**src/rtl/cp0_tlb_unit.sv**
```systemverilog
`default_nettype none
// ============================================================================
// Module   : cp0_tlb_unit
// Purpose  : CP0 coprocessor. Holds the exception, timer and TLB-management
//            registers, and drives the TLB write port, the pipeline flush and
//            the redirect PC for the instruction retiring in WB.
// Ports    : clk/resetn        - clock, asynchronous active-low reset
//            ext_int           - level-sensitive external interrupt lines
//            wb_*              - retiring-instruction qualifiers and data
//            mtc0_we/cp0_addr/cp0_wdata/cp0_rdata - register access ({rd,sel})
//            tlbp_found/tlbp_index - TLB probe result
//            tlb_we/tlb_w_index/tlb_w_entry - TLB write port
//            tlb_r_index/tlb_r_entry        - TLB read port
//            entryhi_bus       - {VPN2, ASID} for lookups
//            flush/flush_pc    - pipeline cancel and redirect target
//            has_int           - pending enabled interrupt
// Revision : 1.0 - initial release
// ============================================================================
module cp0_tlb_unit #(
    parameter int IDXW     = 4,
    parameter int TICK_DIV = 2
) (
    input  logic            clk,
    input  logic            resetn,
    input  logic [5:0]      ext_int,
    input  logic            wb_valid,
    input  logic            wb_ex,
    input  logic            wb_refill,
    input  logic            wb_bd,
    input  logic            wb_eret,
    input  logic            wb_tlbp,
    input  logic            wb_tlbr,
    input  logic            wb_tlbwi,
    input  logic            wb_tlbwr,
    input  logic [4:0]      wb_exccode,
    input  logic [31:0]     wb_pc,
    input  logic [31:0]     wb_badvaddr,
    input  logic            mtc0_we,
    input  logic [7:0]      cp0_addr,
    input  logic [31:0]     cp0_wdata,
    output logic [31:0]     cp0_rdata,
    input  logic            tlbp_found,
    input  logic [IDXW-1:0] tlbp_index,
    output logic            tlb_we,
    output logic [IDXW-1:0] tlb_w_index,
    output logic [77:0]     tlb_w_entry,
    output logic [IDXW-1:0] tlb_r_index,
    input  logic [77:0]     tlb_r_entry,
    output logic [26:0]     entryhi_bus,
    output logic            flush,
    output logic [31:0]     flush_pc,
    output logic            has_int
);

    localparam int              c_DIVW     = (TICK_DIV > 1) ? $clog2(TICK_DIV) : 1;
    localparam logic [c_DIVW-1:0] c_DIV_LAST = c_DIVW'(TICK_DIV - 1);
    localparam logic [IDXW-1:0] c_IDX_MAX  = {IDXW{1'b1}};

    localparam logic [7:0] c_A_INDEX   = 8'h00;
    localparam logic [7:0] c_A_RANDOM  = 8'h08;
    localparam logic [7:0] c_A_LO0     = 8'h10;
    localparam logic [7:0] c_A_LO1     = 8'h18;
    localparam logic [7:0] c_A_WIRED   = 8'h30;
    localparam logic [7:0] c_A_BADV    = 8'h40;
    localparam logic [7:0] c_A_COUNT   = 8'h48;
    localparam logic [7:0] c_A_EHI     = 8'h50;
    localparam logic [7:0] c_A_COMPARE = 8'h58;
    localparam logic [7:0] c_A_STATUS  = 8'h60;
    localparam logic [7:0] c_A_CAUSE   = 8'h68;
    localparam logic [7:0] c_A_EPC     = 8'h70;

    localparam logic [31:0] c_VEC_REFILL = 32'hbfc0_0200;
    localparam logic [31:0] c_VEC_GEN    = 32'hbfc0_0380;

    logic              r_index_p;
    logic [IDXW-1:0]   r_index;
    logic [IDXW-1:0]   r_random;
    logic [IDXW-1:0]   r_wired;
    logic [25:0]       r_lo0;        // {PFN, C, D, V, G}
    logic [25:0]       r_lo1;
    logic [18:0]       r_vpn2;
    logic [7:0]        r_asid;
    logic [31:0]       r_badvaddr;
    logic [31:0]       r_count;
    logic [c_DIVW-1:0] r_div;
    logic [31:0]       r_compare;
    logic [7:0]        r_im;
    logic              r_exl;
    logic              r_ie;
    logic              r_bd;
    logic              r_ti;
    logic [7:0]        r_ip;
    logic [4:0]        r_exccode;
    logic [31:0]       r_epc;

    // Exceptions suppress every other side effect of the retiring instruction.
    logic w_ex, w_commit, w_mtc0;
    logic w_eret, w_tlbp, w_tlbr, w_tlbwi, w_tlbwr;
    logic w_wr_index, w_wr_lo0, w_wr_lo1, w_wr_wired, w_wr_count;
    logic w_wr_ehi, w_wr_compare, w_wr_status, w_wr_cause, w_wr_epc;
    logic w_code_tlb, w_code_badv;

    assign w_ex     = wb_valid & wb_ex;
    assign w_commit = wb_valid & ~wb_ex;
    assign w_mtc0   = w_commit & mtc0_we;
    assign w_eret   = w_commit & wb_eret;
    assign w_tlbp   = w_commit & wb_tlbp;
    assign w_tlbr   = w_commit & wb_tlbr;
    assign w_tlbwi  = w_commit & wb_tlbwi;
    assign w_tlbwr  = w_commit & wb_tlbwr;

    assign w_wr_index   = w_mtc0 & (cp0_addr == c_A_INDEX);
    assign w_wr_lo0     = w_mtc0 & (cp0_addr == c_A_LO0);
    assign w_wr_lo1     = w_mtc0 & (cp0_addr == c_A_LO1);
    assign w_wr_wired   = w_mtc0 & (cp0_addr == c_A_WIRED);
    assign w_wr_count   = w_mtc0 & (cp0_addr == c_A_COUNT);
    assign w_wr_ehi     = w_mtc0 & (cp0_addr == c_A_EHI);
    assign w_wr_compare = w_mtc0 & (cp0_addr == c_A_COMPARE);
    assign w_wr_status  = w_mtc0 & (cp0_addr == c_A_STATUS);
    assign w_wr_cause   = w_mtc0 & (cp0_addr == c_A_CAUSE);
    assign w_wr_epc     = w_mtc0 & (cp0_addr == c_A_EPC);

    // Mod/TLBL/TLBS also capture the faulting VPN2; AdEL/AdES only BadVAddr.
    assign w_code_tlb  = (wb_exccode >= 5'd1) && (wb_exccode <= 5'd3);
    assign w_code_badv = (wb_exccode >= 5'd1) && (wb_exccode <= 5'd5);

    // ------------------------------------------------------------------ read
    always_comb begin
        cp0_rdata = 32'h0;
        case (cp0_addr)
            c_A_INDEX:   cp0_rdata = {r_index_p, {(31-IDXW){1'b0}}, r_index};
            c_A_RANDOM:  cp0_rdata = {{(32-IDXW){1'b0}}, r_random};
            c_A_LO0:     cp0_rdata = {6'h0, r_lo0};
            c_A_LO1:     cp0_rdata = {6'h0, r_lo1};
            c_A_WIRED:   cp0_rdata = {{(32-IDXW){1'b0}}, r_wired};
            c_A_BADV:    cp0_rdata = r_badvaddr;
            c_A_COUNT:   cp0_rdata = r_count;
            c_A_EHI:     cp0_rdata = {r_vpn2, 5'h0, r_asid};
            c_A_COMPARE: cp0_rdata = r_compare;
            c_A_STATUS:  cp0_rdata = {9'h0, 1'b1, 6'h0, r_im, 6'h0, r_exl, r_ie};
            c_A_CAUSE:   cp0_rdata = {r_bd, r_ti, 14'h0, r_ip, 1'b0, r_exccode, 2'b00};
            c_A_EPC:     cp0_rdata = r_epc;
            default:     cp0_rdata = 32'h0;
        endcase
    end

    // ------------------------------------------------------------ TLB ports
    assign tlb_we      = w_tlbwi | w_tlbwr;
    assign tlb_w_index = w_tlbwr ? r_random : r_index;
    // Global bit is stored per EntryLo but the TLB keeps a single one.
    assign tlb_w_entry = {r_vpn2, r_asid, r_lo0[0] & r_lo1[0], r_lo0[25:1], r_lo1[25:1]};
    assign tlb_r_index = r_index;
    assign entryhi_bus = {r_vpn2, r_asid};

    // --------------------------------------------------------- flush / int
    assign flush = wb_valid & (wb_ex | wb_eret | wb_tlbr | wb_tlbwi | wb_tlbwr);

    always_comb begin
        if (wb_ex)
            flush_pc = (wb_refill && !r_exl) ? c_VEC_REFILL : c_VEC_GEN;
        else if (wb_eret)
            flush_pc = r_epc;
        else
            flush_pc = wb_pc + 32'd4;
    end

    assign has_int = (|(r_ip & r_im)) & r_ie & ~r_exl;

    // ------------------------------------------------------------ registers
    always_ff @(posedge clk or negedge resetn) begin
        if (!resetn) begin
            r_index_p  <= 1'b0;
            r_index    <= '0;
            r_random   <= c_IDX_MAX;
            r_wired    <= '0;
            r_lo0      <= '0;
            r_lo1      <= '0;
            r_vpn2     <= '0;
            r_asid     <= '0;
            r_badvaddr <= '0;
            r_count    <= '0;
            r_div      <= '0;
            r_compare  <= '0;
            r_im       <= '0;
            r_exl      <= 1'b0;
            r_ie       <= 1'b0;
            r_bd       <= 1'b0;
            r_ti       <= 1'b0;
            r_ip       <= '0;
            r_exccode  <= '0;
            r_epc      <= '0;
        end else begin
            // Index: a probe miss keeps the old index and only raises P.
            if (w_tlbp) begin
                r_index_p <= ~tlbp_found;
                if (tlbp_found)
                    r_index <= tlbp_index;
            end else if (w_wr_index) begin
                r_index <= cp0_wdata[IDXW-1:0];
            end

            if (w_ex && w_code_tlb)
                r_vpn2 <= wb_badvaddr[31:13];
            else if (w_tlbr)
                r_vpn2 <= tlb_r_entry[77:59];
            else if (w_wr_ehi)
                r_vpn2 <= cp0_wdata[31:13];

            if (w_tlbr)
                r_asid <= tlb_r_entry[58:51];
            else if (w_wr_ehi)
                r_asid <= cp0_wdata[7:0];

            if (w_tlbr) begin
                r_lo0 <= {tlb_r_entry[49:25], tlb_r_entry[50]};
                r_lo1 <= {tlb_r_entry[24:0],  tlb_r_entry[50]};
            end else begin
                if (w_wr_lo0) r_lo0 <= cp0_wdata[25:0];
                if (w_wr_lo1) r_lo1 <= cp0_wdata[25:0];
            end

            if (w_wr_wired)
                r_wired <= cp0_wdata[IDXW-1:0];

            // Random wraps to the top once it reaches the wired boundary.
            if (w_wr_wired || (r_random <= r_wired))
                r_random <= c_IDX_MAX;
            else
                r_random <= r_random - 1'b1;

            if (w_ex && w_code_badv)
                r_badvaddr <= wb_badvaddr;

            if (w_wr_count) begin
                r_count <= cp0_wdata;
                r_div   <= '0;
            end else if (r_div == c_DIV_LAST) begin
                r_div   <= '0;
                r_count <= r_count + 32'd1;
            end else begin
                r_div   <= r_div + 1'b1;
            end

            if (w_wr_compare)
                r_compare <= cp0_wdata;

            if (w_wr_compare)
                r_ti <= 1'b0;
            else if (r_count == r_compare)
                r_ti <= 1'b1;

            r_ip[7:2] <= {ext_int[5] | r_ti, ext_int[4:0]};
            if (w_wr_cause)
                r_ip[1:0] <= cp0_wdata[9:8];

            if (w_wr_status) begin
                r_im <= cp0_wdata[15:8];
                r_ie <= cp0_wdata[0];
            end

            if (w_ex)
                r_exl <= 1'b1;
            else if (w_eret)
                r_exl <= 1'b0;
            else if (w_wr_status)
                r_exl <= cp0_wdata[1];

            if (w_ex)
                r_exccode <= wb_exccode;

            // Nested exceptions keep the original return point.
            if (w_ex && !r_exl) begin
                r_bd  <= wb_bd;
                r_epc <= wb_pc - (wb_bd ? 32'd4 : 32'd0);
            end else if (w_wr_epc) begin
                r_epc <= cp0_wdata;
            end
        end
    end

endmodule
`default_nettype wire

```
**config.mk**
```make
export PLATFORM = sky130hd
export DESIGN_NAME = cp0_tlb_unit
export DESIGN_NICKNAME = d
export VERILOG_FILES = /design/src/rtl/cp0_tlb_unit.sv
export SDC_FILE = /design/constraint.sdc
export NUM_CORES = 1
export LEC_CHECK = 0
export CAP_MARGIN = 25
export CORE_UTILIZATION = 35
export CTS_CLUSTER_SIZE = 24
export DETAILED_ROUTE_END_ITERATION = 7
export SKIP_CTS_REPAIR_TIMING = 1
export SYNTH_ARGS = -nofsm -noshare
export SYNTH_HDL_FRONTEND = slang
export SYNTH_SLANG_ARGS = --single-unit
```
**constraint.sdc**
```tcl
create_clock -name clk -period 3.4 [get_ports clk]
set_clock_uncertainty 0.1 [all_clocks]
set_input_delay 0.51 -clock clk [delete_from_list [all_inputs] [get_ports clk]]
set_output_delay 0.51 -clock clk [all_outputs]
set_load 0.01 [all_outputs]
```
# Word level (Yosys, flattened, before mapping)
# Index checks and enable logic that the tools add are counted.
totals:
  regBits: 246
  latch_bits: 0
  mem_bits_rw: 0
  romBits: 0
  input_bits: 210
  elab_cells: 125
  mem_count: 0
classes:
  add_sub_neg: 5
  multipliers: 0
  div_mod_pow: 0
  n_lt_le_gt_ge: 4
  n_eq_ne: 13
  shift: 0
  mux: 30
  bitwise: 32
  reduce_logical: 20
ops:
  columns: ["operator", "n"]
  rows:
  - ["32-bit case mux with 12 select lines", 1]
  - ["32-bit two-way mux", 6]
  - ["26-bit two-way mux", 4]
  - ["19-bit two-way mux", 3]
  - ["8-bit by 7-bit equality test with 1-bit output, second input constant", 7]
  - ["32-bit by 1-bit adder with 32-bit output, second input constant", 1]
  - ["32-bit by 3-bit adder with 32-bit output, second input constant", 1]
  - ["32-bit equality test", 1]
  - ["32-bit by 3-bit subtractor with 32-bit output", 1]
  - ["1-bit bitwise AND", 22]
  - ["4-bit two-way mux", 5]
  - ["8-bit by 5-bit equality test with 1-bit output, second input constant", 2]
  - ["8-bit two-way mux", 2]
  - ["2-bit nonzero test", 7]
  - ["9-bit two-way mux", 1]
  - ["8-bit bitwise AND", 1]
  - ["8-bit by 4-bit equality test with 1-bit output, second input constant", 1]
  - ["8-bit by 6-bit equality test with 1-bit output, second input constant", 1]
  - ["8-bit logical NOT", 1]
  - ["8-bit OR reduction", 1]
  - ["1-bit two-way mux", 7]
  - ["1-bit logical AND", 6]
  - ["1-bit OR", 6]
  - ["3-bit nonzero test", 2]
  - ["12 further kinds", 14]

# Logic depth before layout (Yosys ltp)
# Gate-level depths: netlist of run 1.
logic_depth:
  depth_word: 7
  depth_mapped: 10

# Worst setup path before layout of run 1
# No wires, ideal clock.
synth_path:
  path_kind: "input -> output"
  from: "in wb_pc[5]"
  to: "out flush_pc[28]"
  arrival_ns: 2.269
  t_required_ns: 2.790
  slack_ns: 0.521
  stages: 7
  path_buffers: 2
  path_cell_list: "clkbuf_1 > and4_1 > clkbuf_1 > nand4_1 > or4b_2 > a21oi_1 > o21ai_0"
synth_between:
  elab_chain_len: 3
synth_rtl:
  columns: ["item", "line_no", "source"]
  rows:
  - ["start, declared", "36", "input logic [31:0] wb_pc,"]
  - ["32-bit by 3-bit adder with 32-bit output", "164", "flush_pc = wb_pc + 32'd4;"]
  - ["32-bit two-way mux", "161", "else if (wb_eret)"]
  - ["32-bit two-way mux", "159", "if (wb_ex)"]
  - ["end, declared", "51", "output logic [31:0] flush_pc,"]
# No other way between the ends.

# Worst setup path in the final report of run 1
layout_path:
  from: "in cp0_addr[1]"
  to: "out cp0_rdata[14]"
layout_between:
  elab_chain_len: 2
layout_rtl:
  columns: ["item", "line_no", "source"]
  rows:
  - ["start, declared", "39", "input logic [7:0] cp0_addr,"]
  - ["8-bit by 7-bit equality test with 1-bit output (tied with other cells)", "130", "case (cp0_addr)"]
  - ["32-bit case mux with 12 select lines (*)", "130", null]
  - ["end, declared", "41", "output logic [31:0] cp0_rdata,"]
# Mark *: on every way between the ends. The rest lies on a longest branch, timed or not.

==> metrics, run 1 <==
Arr. time, crit path=2.95 ns; Synth Area in Simple Gates=0.146; # setup viols final=10; complex-gate fraction of the synthesized area=0.128; fmax=281 MHz; worst slew pin tran=0.728 ns; vias=14.7k; Worst Setup End Kind=primary output; die width=214 um; placed cells=2595; HP Class=input pin to flip-flop; Skew-Pair Late Insertion Delay=0.56 ns; port bufs=389; Total Routing Usage GR=0.291; CP Max Fanout=5; vias in the first global route=14.9k; Max VDD drop=366 uV; Avg Synthesized Cell Area=9.56 um^2; multi-input logic area=8580 um^2; Worst-path clk slew=0.06 ns; nets@finish=2253; Yosys reg bits=246; post-synth cell types=70; Antenna Nets Post-Route=0; Non-Filler Instances=2648; Placeable Area=44200 um^2; Num Clock Sinks=246; GPL Wtd Cong=0.947; grt total ovfl=0; TritonCTS clock tree=yes; Post-DP HPWL=52900 um; crit share post-route=1.05; Max-Slew Margin vs Limit=0.512; global-route wire length before repair=99800 um; initial antenna violation count=2; outcome=complete, but fails checks; Longest Clk Path Bufs=3; violated checks=setup timing; Synth async-reset ratio=1.00; die height=214 um; fin worst setup slack=-0.161 ns; Slew Viols, Final=0; RSZ-0062 raised after global routing=yes; Adder-Cell Fraction of Synth Area=0.00716; Area Growth Syn to Fin=40.3%; 1st-iter DRT viols=1315; CTS root buffer=clkbuf_16; Lkg Pwr=9.61 nW; most common cell after layout, fill and taps aside=clkdlybuf4s50_1; Syn Nets=1863; CP Class=input pin to primary output; number of synthesis warnings=0; startpoint types=input pin; post-layout min period=3.56 ns; r2r worst-path depth=5; mux cell area share after synthesis=0.190; largest net degree at the start of global routing=74; cts bufs inserted=28; # DRC=0; final hold violations=0; area of the mapped netlist=15700 um^2; FF/Latch Area=6160 um^2; Starting Density=0.355; Avg WL per Cell=25.8 um; Via density=5.56; Site Rows=77; most frequent cells in the layout=clkdlybuf4s50_1, dfrtp_1, mux2i_1; largest family of logic cells by synthesized area=multiplexers; final wirelength=68400 um; first drt pass iteration count=5; Synth Instances=1644; Die Area=45800 um^2; total of max-cap violations=0; H-tree levels=1; pwr/cell area=451 nW/um^2; worst path required time=2.79 ns; hold depth=1; sequential element share of the synthesized area=0.392; Synth Flop Type=dfrtp_1; IO Count=390; worst hold slack=0.305 ns; Post-Synth XOR/XNOR Area=0.0630; Post-synth EDFFs=0; fraction of layout cells with a size suffix above 1=0.182; fill cell count=4131
-- layer usage --
metal | global-route usage | up-vias | part of all wire
met2 | 0.465 | 624 | 0.46
met1 | 0.404 | 7327 | 0.45
met4 | 0.0818 | 2 | 0.024
met3 | 0.0478 | 94 | 0.066
met5 | 0 | - | 0.00016
li1 | - | 6673 | -
-- metrics by stage --
stage / setup TNS, ns / instance area (um^2) / setup slack, ns / power, mW / utilization
after floorplan: 0 / 15700 / 0.521 / 5.12 / -
after global placement: -9.89 / 20800 / -0.395 / 6.56 / 0.470
after detailed placement: -9.77 / 20800 / -0.325 / 6.59 / 0.470
after CTS: -10.63 / 21800 / -0.338 / 9.96 / 0.493
after global routing: -1.67 / 22000 / -0.245 / 10.3 / 0.499
final: -1.08 / 22000 / -0.161 / 9.94 / 0.499
-- synthesized netlist by cell type (7+ instances only) --
library cell | instances | area (um^2)
nand2_1 | 127 | 477
dfrtp_1 | 242 | 6060
buf_1 | 12 | 45.0
mux2i_1 | 193 | 1930
a221oi_1 | 7 | 61.3
a22o_1 | 10 | 87.6
ha_1 | 9 | 113
nor2_1 | 109 | 409
nor2b_1 | 9 | 56.3
buf_2 | 22 | 110
o22ai_1 | 59 | 369
and2_1 | 11 | 68.8
a221o_1 | 11 | 110
buf_4 | 78 | 586
nor3_1 | 34 | 170
xnor2_1 | 76 | 666
o21ai_0 | 104 | 521
nand3_1 | 39 | 195
a211oi_1 | 11 | 82.6
xor2_1 | 37 | 324
and3_1 | 13 | 81.3
a22oi_1 | 15 | 113
a21oi_1 | 55 | 275
and4_1 | 11 | 96.3
inv_1 | 12 | 45.0
a32o_1 | 9 | 90.1
nand4_1 | 39 | 244
mux2_2 | 93 | 1050
nor4_1 | 17 | 106
clkbuf_1 | 91 | 342
-- report_power, final --
part	leakage (nW)	internal, mW	total (mW)	switching, mW
logic	6.01	1.35	2.51	1.17
registers	3.09	3.40	4.07	0.667
clock network	0.504	2.08	3.35	1.27
total	9.61	6.83	9.94	3.11
-- worst max-delay path, cell delays in order --
cell and delay, ns:
clkdlybuf4s50_1 0.45, nor4_1 0.31, buf_4 0.19, and2_0 0.15, nor2b_2 0.18, buf_4 0.19
buf_4 0.12, a32o_1 0.11, a221o_1 0.18, clkdlybuf4s50_1 0.55
-- cell type report --
cell class              instances  share of cell area
well taps                     592              0.0336
diodes                          1            0.000113
clock inverters                10             0.00794
clock buffers                  41              0.0381
flip-flops and latches        246               0.279
repair buffers                567               0.250
multi-input cells            1178               0.389
inverters                      13             0.00221
-- cells by family (layout without fill, tap and decap cells) --
logic type / Yosys count / after routing
other: 0 / 1
xor gates and xnor gates: 113 / 113
AOI/OAI and AO/OA: 317 / 317
muxes: 286 / 286
adders and majority gates: 9 / 9
DFF: 246 / 246
buffers and inverters: 220 / 631
and+or+nand+nor: 453 / 453
-- sequential cells by signal, indices dropped and copies added (netlist names), 4 cells and up --
name and cells:
r_random 4, r_badvaddr 32, r_vpn2 19, r_wired 4
r_lo1 26, r_count 32, tlb_r_index 4, r_asid 8
r_im 8, r_ip 8, r_compare 32, r_lo0 26
r_epc 32, r_exccode 5
-- worst paths after layout --
kind	end	slack, ns	startpoint
hold / removal	r_ip[4]	0.31	ext_int[2]
max in group asynchronous	r_badvaddr[26]	1.99	resetn
setup reg to reg	r_count[14]	0.88	r_count[2]
setup / recovery	cp0_rdata[14]	-0.16	cp0_addr[1]
hold reg to reg	r_random[0]	0.37	r_random[0]
min in group asynchronous	r_lo1[9]	0.43	resetn
Note: power is estimated with default switching activity, not from simulation.
==> run 2: changes to the inputs <==
- CORE_UTILIZATION: 35 -> 51
- HOLD_SLACK_MARGIN: unset -> 0.15
- PLACE_DENSITY: unset -> 0.82
==> run 2 against run 1 <==
Compared with the run above:
- critical endpoint is now flush_pc[30]
- die area fell by 31%
- largest cell class unchanged
- the run still ends with setup timing left
- via count rose by 5.2%
- worst setup slack improved by 0.14 ns
- register-to-register slack barely moved
- clock power rose by 12%
- wire length fell by 4.8%
- sequential power barely moved
- first-iteration DRC count rose by 20%
==> metrics, run 2 (same netlist as run 1, synthesis figures left out) <==
TritonCTS clock tree=yes; port bufs=389; die width=178 um; sw frac=0.310; RR Endpoint=r_count[17]; H-tree levels=1; min-delay src=ext_int[2]; RSZ-0062 raised after global routing=yes; n_diodes=0; vias in the first global route=15.4k; WHS Endpoint=r_ip[4]; initial antenna violation count=2; M2 GR Usage=0.649; first drt pass iteration count=7; worst hold slack=0.288 ns; worst slew pin tran=0.825 ns; fin worst setup slack=-0.0242 ns; worst path required time=2.79 ns; CTS root buffer=clkbuf_16; # DRC=0; clock power share=0.362; hold depth=1; pwr/cell area=471 nW/um^2; final wirelength=65100 um; Avg WL per Cell=26.7 um; met1 Track Usage GR=0.539; global-route wire length before repair=94800 um; Pint=7.12 mW; multi-input logic area=8610 um^2; Placeable Area=30000 um^2; fill cell count=2205; violated checks=setup timing; # setup viols final=1; Longest Clk Path Bufs=3; Area Growth Syn to Fin=39.3%; die height=178 um; post-layout min period=3.42 ns; GR peak layer=met2; CP Class=input pin to primary output; Via density=6.35; Num Clock Sinks=246; total of max-cap violations=0; Site Rows=63; CP Max Fanout=7; cts bufs inserted=29; Starting Density=0.525; Final Cell Area=21900 um^2; Antenna Nets Post-Route=0; fraction of layout cells with a size suffix above 1=0.188; flop-to-flop setup slack=0.87 ns; largest net degree at the start of global routing=68; Worst-path clk slew=0.06 ns; crit share post-route=1.01; Total Routing Usage GR=0.403; Max VDD drop=379 uV; startpoint types=input pin; nets@finish=2243; Post-DP HPWL=49000 um; Comb pwr share=0.245; dpl cell area=20400 um^2; Seq pwr share=0.393; Arr. time, crit path=2.81 ns; Worst Setup End Kind=primary output; r2r worst-path depth=5; fmax=292 MHz; Reg2Reg Launch Point=r_count[3]; Lkg Pwr=9.61 nW; 1st-iter DRT viols=1574; FF/Latch Area=6160 um^2; M3 GR Usage=0.0735; grt total ovfl=0; GPL Wtd Cong=1.02; Slew Viols, Final=0; switching pwr=3.20 mW; HP Class=input pin to flip-flop; most common cell after layout, fill and taps aside=clkdlybuf4s50_1; Skew-Pair Late Insertion Delay=0.58 ns; IO Count=390; most frequent cells in the layout=clkdlybuf4s50_1, dfrtp_1, mux2i_1; vias=15.5k; Die Area=31500 um^2; Max-Slew Margin vs Limit=0.446; outcome=complete, but fails checks; final hold violations=0
## run 2: cell count changes in the layout (fill, tap and decap cells not counted), sizes merged
cell and change:
clkbuf -9, diode -1, dlymetal6s2s +1, buf -11, inv +2, clkdlybuf4s50 -1
clkinv +3, bufinv +5, clkinvlp +2
## run 2: area by class of cell
class                           instances  area share
Clock inverter                         22      0.0179
Clock buffer                           32      0.0346
Inverter                               13     0.00223
Timing Repair Buffer                  556       0.249
Multi-Input combinational cell       1178       0.393
Tap cell                              390      0.0223
Sequential cell                       246       0.281
## run 2: metrics by stage
stage	total power [mW]	worst slack, ns	TNS, ns	utilization	instances
2_1_floorplan	5.12	0.521	0	-	1644
3_3_place_gp	6.46	-0.263	-4.77	0.681	2378
3_5_place_dp	6.53	-0.264	-5.37	0.681	2378
4_1_cts	10.3	-0.268	-5.91	0.719	2432
5_1_grt	10.6	-0.119	-0.132	0.731	2437
6_report	10.3	-0.0242	-0.0242	0.731	2437
## run 2: critical path: stages
cell and delay (ns):
clkdlybuf4s50_1 0.52, nand4_1 0.17, nor3_1 0.21, buf_4 0.14
buf_4 0.14, nand3_1 0.10, xor2_1 0.16, a211oi_2 0.22
buf_4 0.13, clkdlybuf4s50_1 0.52
## run 2: worst max path at each step
stage                          to  slack (ns)  depth (start not counted)        start
global placement     cp0_rdata[4]       -0.26                          7  cp0_addr[1]
floorplan            flush_pc[28]        0.52                          7     wb_pc[5]
CTS                 cp0_rdata[15]       -0.27                          8  cp0_addr[1]
detailed placement  cp0_rdata[15]       -0.26                          8  cp0_addr[1]
finish               flush_pc[30]       -0.02                         10    wb_pc[18]
global route         flush_pc[30]       -0.12                         10    wb_pc[17]
## run 2: metal layers
| metal | vias up | wire [um] |
|---|---|---|
| li1 | 6646 | - |
| met1 | 7704 | 26300 |
| met2 | 944 | 30200 |
| met3 | 187 | 6150 |
| met4 | 4 | 2460 |
| met5 | - | 26 |
## run 2: power groups by stage
stage	Sequential [mW]	Combinational [mW]	Clock, mW
final	4.06	2.53	3.74
after global routing	4.07	2.71	3.87
after CTS	4.02	2.49	3.75
after detailed placement	4.06	2.46	0
after global placement	4.04	2.42	0
after floorplan	3.77	1.35	0
